**src/rtl/gpu_pkg.sv**
```systemverilog
// Shared constants and state encoding for the pixel framebuffer SRAM path.
package gpu_pkg;

    localparam int unsigned SRAM_AW   = 17;
    localparam int unsigned FB_WIDTH  = 320;
    localparam int unsigned FB_HEIGHT = 240;
    localparam int unsigned FB_SIZE   = FB_WIDTH * FB_HEIGHT;

    typedef enum logic [2:0] {
        StIdle,
        StDispRd,
        StCpuRd,
        StCpuWr,
        StFlush
    } arb_state_e;

    // True while the SRAM is being driven by an access.
    function automatic logic is_access(arb_state_e s);
        return s inside {StDispRd, StCpuRd, StCpuWr};
    endfunction

endpackage

```
**src/rtl/pixel_display_addr_gen.sv**
```systemverilog
// Raster address generator for the display stream: walks x, then line repeat, then y.
// Address is line_base + x so no multiplier is needed.
module pixel_display_addr_gen
    import gpu_pkg::*;
#(
    parameter int unsigned FbWidth    = FB_WIDTH,
    parameter int unsigned FbHeight   = FB_HEIGHT,
    parameter int unsigned LineRepeat = 2
) (
    input  logic               clk,
    input  logic               reset_n,
    input  logic               advance,
    input  logic               clear,
    output logic [SRAM_AW-1:0] addr,
    output logic               frame_done
);

    localparam int unsigned XW = (FbWidth > 1) ? $clog2(FbWidth) : 1;
    localparam int unsigned RW = (LineRepeat > 1) ? $clog2(LineRepeat) : 1;
    localparam int unsigned YW = (FbHeight > 1) ? $clog2(FbHeight) : 1;

    logic [XW-1:0]      x_q;
    logic [RW-1:0]      rep_q;
    logic [YW-1:0]      y_q;
    logic [SRAM_AW-1:0] base_q;
    logic               done_q;

    // Counter chain; once the last line is streamed it parks until cleared.
    always_ff @(posedge clk) begin
        if (!reset_n || clear) begin
            x_q    <= '0;
            rep_q  <= '0;
            y_q    <= '0;
            base_q <= '0;
            done_q <= 1'b0;
        end else if (advance && !done_q) begin
            if (x_q == XW'(FbWidth - 1)) begin
                x_q <= '0;
                if (rep_q == RW'(LineRepeat - 1)) begin
                    rep_q <= '0;
                    if (y_q == YW'(FbHeight - 1)) begin
                        y_q    <= '0;
                        base_q <= '0;
                        done_q <= 1'b1;
                    end else begin
                        y_q    <= y_q + 1'b1;
                        base_q <= base_q + SRAM_AW'(FbWidth);
                    end
                end else begin
                    rep_q <= rep_q + 1'b1;
                end
            end else begin
                x_q <= x_q + 1'b1;
            end
        end
    end

    assign addr       = base_q + SRAM_AW'(x_q);
    assign frame_done = done_q;

endmodule

```
**src/rtl/pixel_sram_arbiter.sv**
```systemverilog
// Arbitrates the framebuffer SRAM between the display prefetcher and the CPU byte port.
// Every access returns through IDLE, where the next access is chosen.
module pixel_sram_arbiter
    import gpu_pkg::*;
#(
    parameter int unsigned FbWidth    = FB_WIDTH,
    parameter int unsigned FbHeight   = FB_HEIGHT,
    parameter int unsigned LineRepeat = 2,
    parameter int unsigned SramCycles = 2,
    parameter int unsigned CpuMaxWait = 8
) (
    input  logic                clk,
    input  logic                reset_n,
    input  logic                vsync,
    input  logic                cpu_req,
    input  logic                cpu_we,
    input  logic [SRAM_AW-1:0]  cpu_addr,
    input  logic [7:0]          cpu_wdata,
    output logic                cpu_ack,
    output logic [7:0]          cpu_rdata,
    input  logic                fifo_almost_full,
    output logic                fifo_wr_en,
    output logic [7:0]          fifo_wr_data,
    output logic                fifo_flush,
    output logic [SRAM_AW-1:0]  sram_addr,
    output logic [7:0]          sram_dq_out,
    output logic                sram_dq_oe,
    input  logic [7:0]          sram_dq_in,
    output logic                sram_ce_n,
    output logic                sram_oe_n,
    output logic                sram_we_n
);

    localparam logic [SRAM_AW-1:0] FbSize  = SRAM_AW'(FbWidth * FbHeight);
    localparam logic [3:0]         LastCyc = 4'(SramCycles - 1);
    localparam int unsigned        WaitW   = $clog2(CpuMaxWait + 1);
    localparam logic [WaitW-1:0]   WaitMax = WaitW'(CpuMaxWait);

    arb_state_e         state_q, state_d;
    logic [3:0]         cyc_q, cyc_d;
    logic [WaitW-1:0]   wait_q, wait_d;
    logic [SRAM_AW-1:0] addr_q, addr_d;
    logic [7:0]         dq_q, dq_d, rdata_q, rdata_d, wr_data_q, wr_data_d;
    logic               ack_q, ack_d, wr_en_q, wr_en_d;
    logic               vsync_q, pend_q;
    logic               advance, cpu_start, cpu_go, last, frame_done;
    logic [SRAM_AW-1:0] disp_addr;

    pixel_display_addr_gen #(
        .FbWidth    (FbWidth),
        .FbHeight   (FbHeight),
        .LineRepeat (LineRepeat)
    ) u_addr_gen (
        .clk        (clk),
        .reset_n    (reset_n),
        .advance    (advance),
        .clear      (state_q == StFlush),
        .addr       (disp_addr),
        .frame_done (frame_done)
    );

    // A request whose ack is already on the bus must not be selected again.
    assign cpu_go = cpu_req && !ack_q;
    assign last   = (cyc_q == LastCyc);

    // Next-state, access selection and read-data capture.
    always_comb begin
        state_d   = state_q;
        cyc_d     = cyc_q;
        wait_d    = wait_q;
        addr_d    = addr_q;
        dq_d      = dq_q;
        ack_d     = 1'b0;
        rdata_d   = rdata_q;
        wr_en_d   = 1'b0;
        wr_data_d = wr_data_q;
        advance   = 1'b0;
        cpu_start = 1'b0;
        unique case (state_q)
            StIdle: begin
                cyc_d = '0;
                if (pend_q) begin
                    state_d = StFlush;
                end else if (cpu_go && wait_q >= WaitMax) begin
                    cpu_start = 1'b1;
                end else if (!fifo_almost_full && !frame_done) begin
                    state_d = StDispRd;
                    addr_d  = disp_addr;
                    advance = 1'b1;
                    if (cpu_go && wait_q < WaitMax) wait_d = wait_q + 1'b1;
                end else if (cpu_go) begin
                    cpu_start = 1'b1;
                end
            end
            StDispRd, StCpuRd, StCpuWr: begin
                if (last) begin
                    state_d = StIdle;
                    cyc_d   = '0;
                    if (state_q == StDispRd) begin
                        wr_en_d   = 1'b1;
                        wr_data_d = sram_dq_in;
                    end else if (state_q == StCpuRd) begin
                        ack_d   = 1'b1;
                        rdata_d = sram_dq_in;
                    end
                end else begin
                    cyc_d = cyc_q + 4'd1;
                    // Write ack is registered so it lands on the final access cycle.
                    if (state_q == StCpuWr && cyc_d == LastCyc) ack_d = 1'b1;
                end
            end
            StFlush: state_d = StIdle;
            default: state_d = StIdle;
        endcase
        if (cpu_start) begin
            wait_d = '0;
            if (cpu_addr >= FbSize) begin
                // Outside the framebuffer: no SRAM cycle, reads return zero.
                ack_d = 1'b1;
                if (!cpu_we) rdata_d = 8'h00;
            end else begin
                state_d = cpu_we ? StCpuWr : StCpuRd;
                addr_d  = cpu_addr;
                if (cpu_we) dq_d = cpu_wdata;
                ack_d   = cpu_we && (LastCyc == 4'd0);
            end
        end
    end

    // State and datapath registers.
    always_ff @(posedge clk) begin
        if (!reset_n) begin
            state_q   <= StIdle;
            cyc_q     <= '0;
            wait_q    <= '0;
            addr_q    <= '0;
            dq_q      <= '0;
            ack_q     <= 1'b0;
            rdata_q   <= '0;
            wr_en_q   <= 1'b0;
            wr_data_q <= '0;
        end else begin
            state_q   <= state_d;
            cyc_q     <= cyc_d;
            wait_q    <= wait_d;
            addr_q    <= addr_d;
            dq_q      <= dq_d;
            ack_q     <= ack_d;
            rdata_q   <= rdata_d;
            wr_en_q   <= wr_en_d;
            wr_data_q <= wr_data_d;
        end
    end

    // Vsync edge latch; an edge arriving during FLUSH survives into the next frame.
    always_ff @(posedge clk) begin
        if (!reset_n) begin
            vsync_q <= 1'b0;
            pend_q  <= 1'b0;
        end else begin
            vsync_q <= vsync;
            pend_q  <= (pend_q && state_q != StFlush) || (vsync && !vsync_q);
        end
    end

    assign sram_ce_n    = !is_access(state_q);
    assign sram_oe_n    = !(state_q == StDispRd || state_q == StCpuRd);
    assign sram_we_n    = !(state_q == StCpuWr && !last);
    assign sram_dq_oe   = (state_q == StCpuWr);
    assign sram_addr    = addr_q;
    assign sram_dq_out  = dq_q;
    assign fifo_flush   = (state_q == StFlush);
    assign fifo_wr_en   = wr_en_q;
    assign fifo_wr_data = wr_data_q;
    assign cpu_ack      = ack_q;
    assign cpu_rdata    = rdata_q;

endmodule

```
**config.mk**
```make
export PLATFORM = sky130hd
export DESIGN_NAME = pixel_sram_arbiter
export DESIGN_NICKNAME = d
export VERILOG_FILES = /design/src/rtl/gpu_pkg.sv /design/src/rtl/pixel_display_addr_gen.sv /design/src/rtl/pixel_sram_arbiter.sv
export SDC_FILE = /design/constraint.sdc
export NUM_CORES = 1
export LEC_CHECK = 0
export ABC_AREA = 1
export CORE_ASPECT_RATIO = 0.5
export CORE_UTILIZATION = 42
export CTS_CLUSTER_SIZE = 28
export DETAILED_ROUTE_END_ITERATION = 10
export PLACE_DENSITY = 0.67
export REMOVE_ABC_BUFFERS = 1
export SLEW_MARGIN = 20
export SYNTH_ARGS = -nofsm -noshare
export SYNTH_HDL_FRONTEND = slang
export SYNTH_SLANG_ARGS = --single-unit
export TNS_END_PERCENT = 20
```
**constraint.sdc**
```tcl
create_clock -name clk -period 3.8 [get_ports clk]
set_input_delay 0.57 -clock clk [delete_from_list [all_inputs] [get_ports clk]]
set_output_delay 0.57 -clock clk [all_outputs]
set_load 0.01 [all_outputs]
```
==> metrics.log <==
[metrics] status: completed
[metrics] critical hold path startpoint: vsync_q
[metrics] clk_lat worst skew: 340 ps
[metrics] critical path capture point type: primary output
[metrics] WS Path Type: flip-flop to primary output
[metrics] final setup skew: 5.056 ps
[metrics] register-to-register setup slack: 1800 ps
[metrics] die extent in y: 73.71 um
[metrics] weighted congestion reported at the end of routability-driven placement: 0.8309
[metrics] worst setup slack after layout: 1328 ps
[metrics] count of different cell masters after synthesis: 35
[metrics] clock tree from TritonCTS: yes
[metrics] horizontal extent of the die: 145.4 um
[metrics] Filler Cell Count: 954
[metrics] relative slew slack: 42.89%
[metrics] setup repair bufs after CTS: 0
[metrics] number of antenna violations at the first check in global routing: 0
[metrics] count of buffers inserted at the top-level ports: 86
[metrics] critical path required time: 3230 ps
[metrics] crit share post-route: 65.06%
[metrics] vias in the first global route: 3615
[metrics] number of top-level pins: 87
[metrics] total number of clock tree sinks: 86
[metrics] routed length per placed instance: 12.31 um
[metrics] Worst Tran Pin Value: 854.2 ps
[metrics] final number of max-transition violations: 0
[metrics] Final #Nets: 754
[metrics] Worst Hold Endpoint: pend_q
[metrics] Avg Inst Size Synth: 6.911 um2
[metrics] R2R cell count: 7
[metrics] number of placed instances with taps included: 828
[metrics] total routing resource utilization after global routing: 20.72%
[metrics] Hold Violations, Final: 0
[metrics] final wirelength: 10390 um
[metrics] sum of negative setup slack: 0 ps
[metrics] initial drt markers: 220
[metrics] CTS Buf Count: 9
[metrics] total via count after detailed routing: 4036
[metrics] count of synthesis-stage warnings from yosys: 0
[metrics] average via count per standard cell: 4.782
[metrics] maximum vdd drop: 0.0002171 V
[metrics] post-cts hold buffer count: 0
[metrics] Setup Viol. Count Final: 0
[metrics] synthesized area: 0.004319 mm2
[metrics] area of the core: 0.009697 mm2
[metrics] RSZ-0062 raised after global routing: false
[metrics] placement-stage worst setup slack: 1146 ps
[metrics] area of the die: 0.01072 mm2
[metrics] worst hold path depth: 1
[metrics] clock root buffer: clkbuf_16
[metrics] Worst Path Max Fanout: 7
[metrics] CP Data Arrival Time: 1900 ps
[metrics] H-Tree Level Count: 3
[metrics] Worst-path clk slew: 60 ps
[metrics] antenna diode count: 0
[metrics] EDFF count, synth: 0
[metrics] maximum count of clock buffers along a single path: 2
[metrics] leakage power summed over all cells: 2.296 nW
[metrics] proportion of synthesized chip area in sequential cells: 39.86%
[metrics] fraction of final layout cells sized beyond drive strength 1: 5.078%
[metrics] effective utilization at floorplan: 44.54%
[metrics] first-pass GRT wire length: 17550 um
[metrics] most frequently used flop master after synthesis: dfxtp_1
[metrics] number of storage elements in the synthesis netlist: 86
[metrics] Reg2Reg Launch Point: state_q[2]
[metrics] share of synthesized registers carrying an async set or reset: 0%
[metrics] number of design rule violations left after detail routing: 0
[metrics] type of element launching the critical path: flip-flop
[metrics] Post-Synthesis Cells: 625
[metrics] power per cell area: 371.2 mW/mm2
[metrics] time the final worst path needs with I/O delays and setup: 2472 ps
[metrics] post-detailed-placement half-perimeter wirelength: 7343 um
[metrics] Synth-to-Final Area Change: 28.10%
[metrics] total number of placement rows: 25
[metrics] post-cts repair resize count: 0
[metrics] number of max-cap violations: 0
[metrics] post-route antenna net violation count: 0
[metrics] min-delay worst type: flip-flop to flip-flop
[metrics] fmax: 404.5 MHz
[metrics] pin count of the biggest net entering global routing: 34
[metrics] endpoint of the worst register-to-register path: u_addr_gen.x_q[1]
[metrics] first-pass iteration count of the detailed router: 4
[metrics] non-filler cells, final: 844
[metrics] Congestion Overflow GR: 0
[logic make-up after synthesis]
logic type / count (synthesis) / synth area share (%)
xor+xnor: 19 / 3.853
fa+ha+maj: 11 / 3.187
mux: 8 / 1.854
flops: 86 / 39.86
compound gates: 84 / 10.54
buf+inv: 79 / 7.764
simple gates: 338 / 32.94
[layer usage]
layer	GRT usage (%)	vias to the layer above	wire length (um)
met5	0	-	0
met2	32.69	75	4502
li1	-	2148	-
met3	6.149	8	481
met1	27.60	1805	5303
met4	5.965	0	97
[cell usage after synthesis, types with 7 or more instances]
cell type / n / area [um2]
nand2_1: 156 / 585.6
buf_2: 13 / 65.06
dfxtp_1: 86 / 1722
inv_1: 51 / 191.4
nor3_1: 13 / 65.06
nand3_1: 36 / 180.2
ha_1: 11 / 137.6
mux2i_1: 8 / 80.08
xor2_1: 12 / 105.1
a21oi_1: 50 / 250.2
xnor2_1: 7 / 61.31
nor2_1: 115 / 431.7
o21ai_0: 24 / 120.1
[cell type report]
cell class | count | area, um2 | area share (%)
clock buffer | 10 | 229.0 | 4.138
clock inverter | 6 | 46.29 | 0.8367
inverter | 58 | 221.5 | 4.003
multi-input combinational | 460 | 2262 | 40.89
sequential | 86 | 1722 | 31.12
tap | 135 | 168.9 | 3.053
timing repair buffer | 89 | 883.3 | 15.97
[worst max-delay path, stage by stage, from the launching register on]
cell             delay [ps]
dfxtp_1                 460
inv_2                   110
nand2_1                 130
o21ai_0                 200
inv_1                   120
clkdlybuf4s50_1         560
[placed cells by master (no fill, tap or decap), drive strengths merged]
master,count
clkdlybuf4s50,86
nand2,159
a31oi,1
or2,3
nand4,6
nand3,38
dfxtp,86
mux2i,8
nor3,13
o211ai,2
clkinv,5
a41oi,1
xnor2,7
o21ai,25
o211a,4
xor2,12
clkinvlp,2
a21oi,50
inv,57
nor2,118
clkbuf,10
o22ai,1
ha,11
nor3b,1
buf,3
[worst max path at each step]
stage | startpoint | to | slack [ps] | depth (start not counted)
4_1_cts | state_q[2] | sram_ce_n | 1310 | 5
3_5_place_dp | reset_n | u_addr_gen.rep_q | 1150 | 5
5_1_grt | state_q[2] | sram_ce_n | 1190 | 5
2_1_floorplan | fifo_almost_full | u_addr_gen.base_q[15] | 1740 | 7
3_3_place_gp | reset_n | u_addr_gen.rep_q | 1220 | 5
6_report | state_q[2] | sram_ce_n | 1330 | 5
[sequential cells by signal, indices dropped and copies added, names as in the netlist, 3 cells and up]
signal / count
cpu_rdata: 8
u_addr_gen.y_q: 8
cyc_q: 4
u_addr_gen.x_q: 9
wait_q: 4
u_addr_gen.base_q: 11
fifo_wr_data: 8
state_q: 3
sram_addr: 17
sram_dq_out: 8
[report_power, final]
| group | switching [mW] | internal, mW |
|---|---|---|
| Sequential | 0.0210 | 0.932 |
| Clock | 0.378 | 0.448 |
| Combinational | 0.149 | 0.125 |
| Total | 0.548 | 1.51 |
[stage by stage]
stage          hold WS, ps  instance area, um2  power [mW]  utilization [%]
2_1_floorplan        407.9                4205       1.109                -
3_3_place_gp         412.0                5258       1.247            54.22
3_5_place_dp         423.9                5258       1.249            54.22
4_1_cts              432.2                5533       2.081            57.06
5_1_grt              452.2                5533       2.155            57.06
6_report             429.9                5533       2.054            57.06
Power figures use the tool's default switching activity.
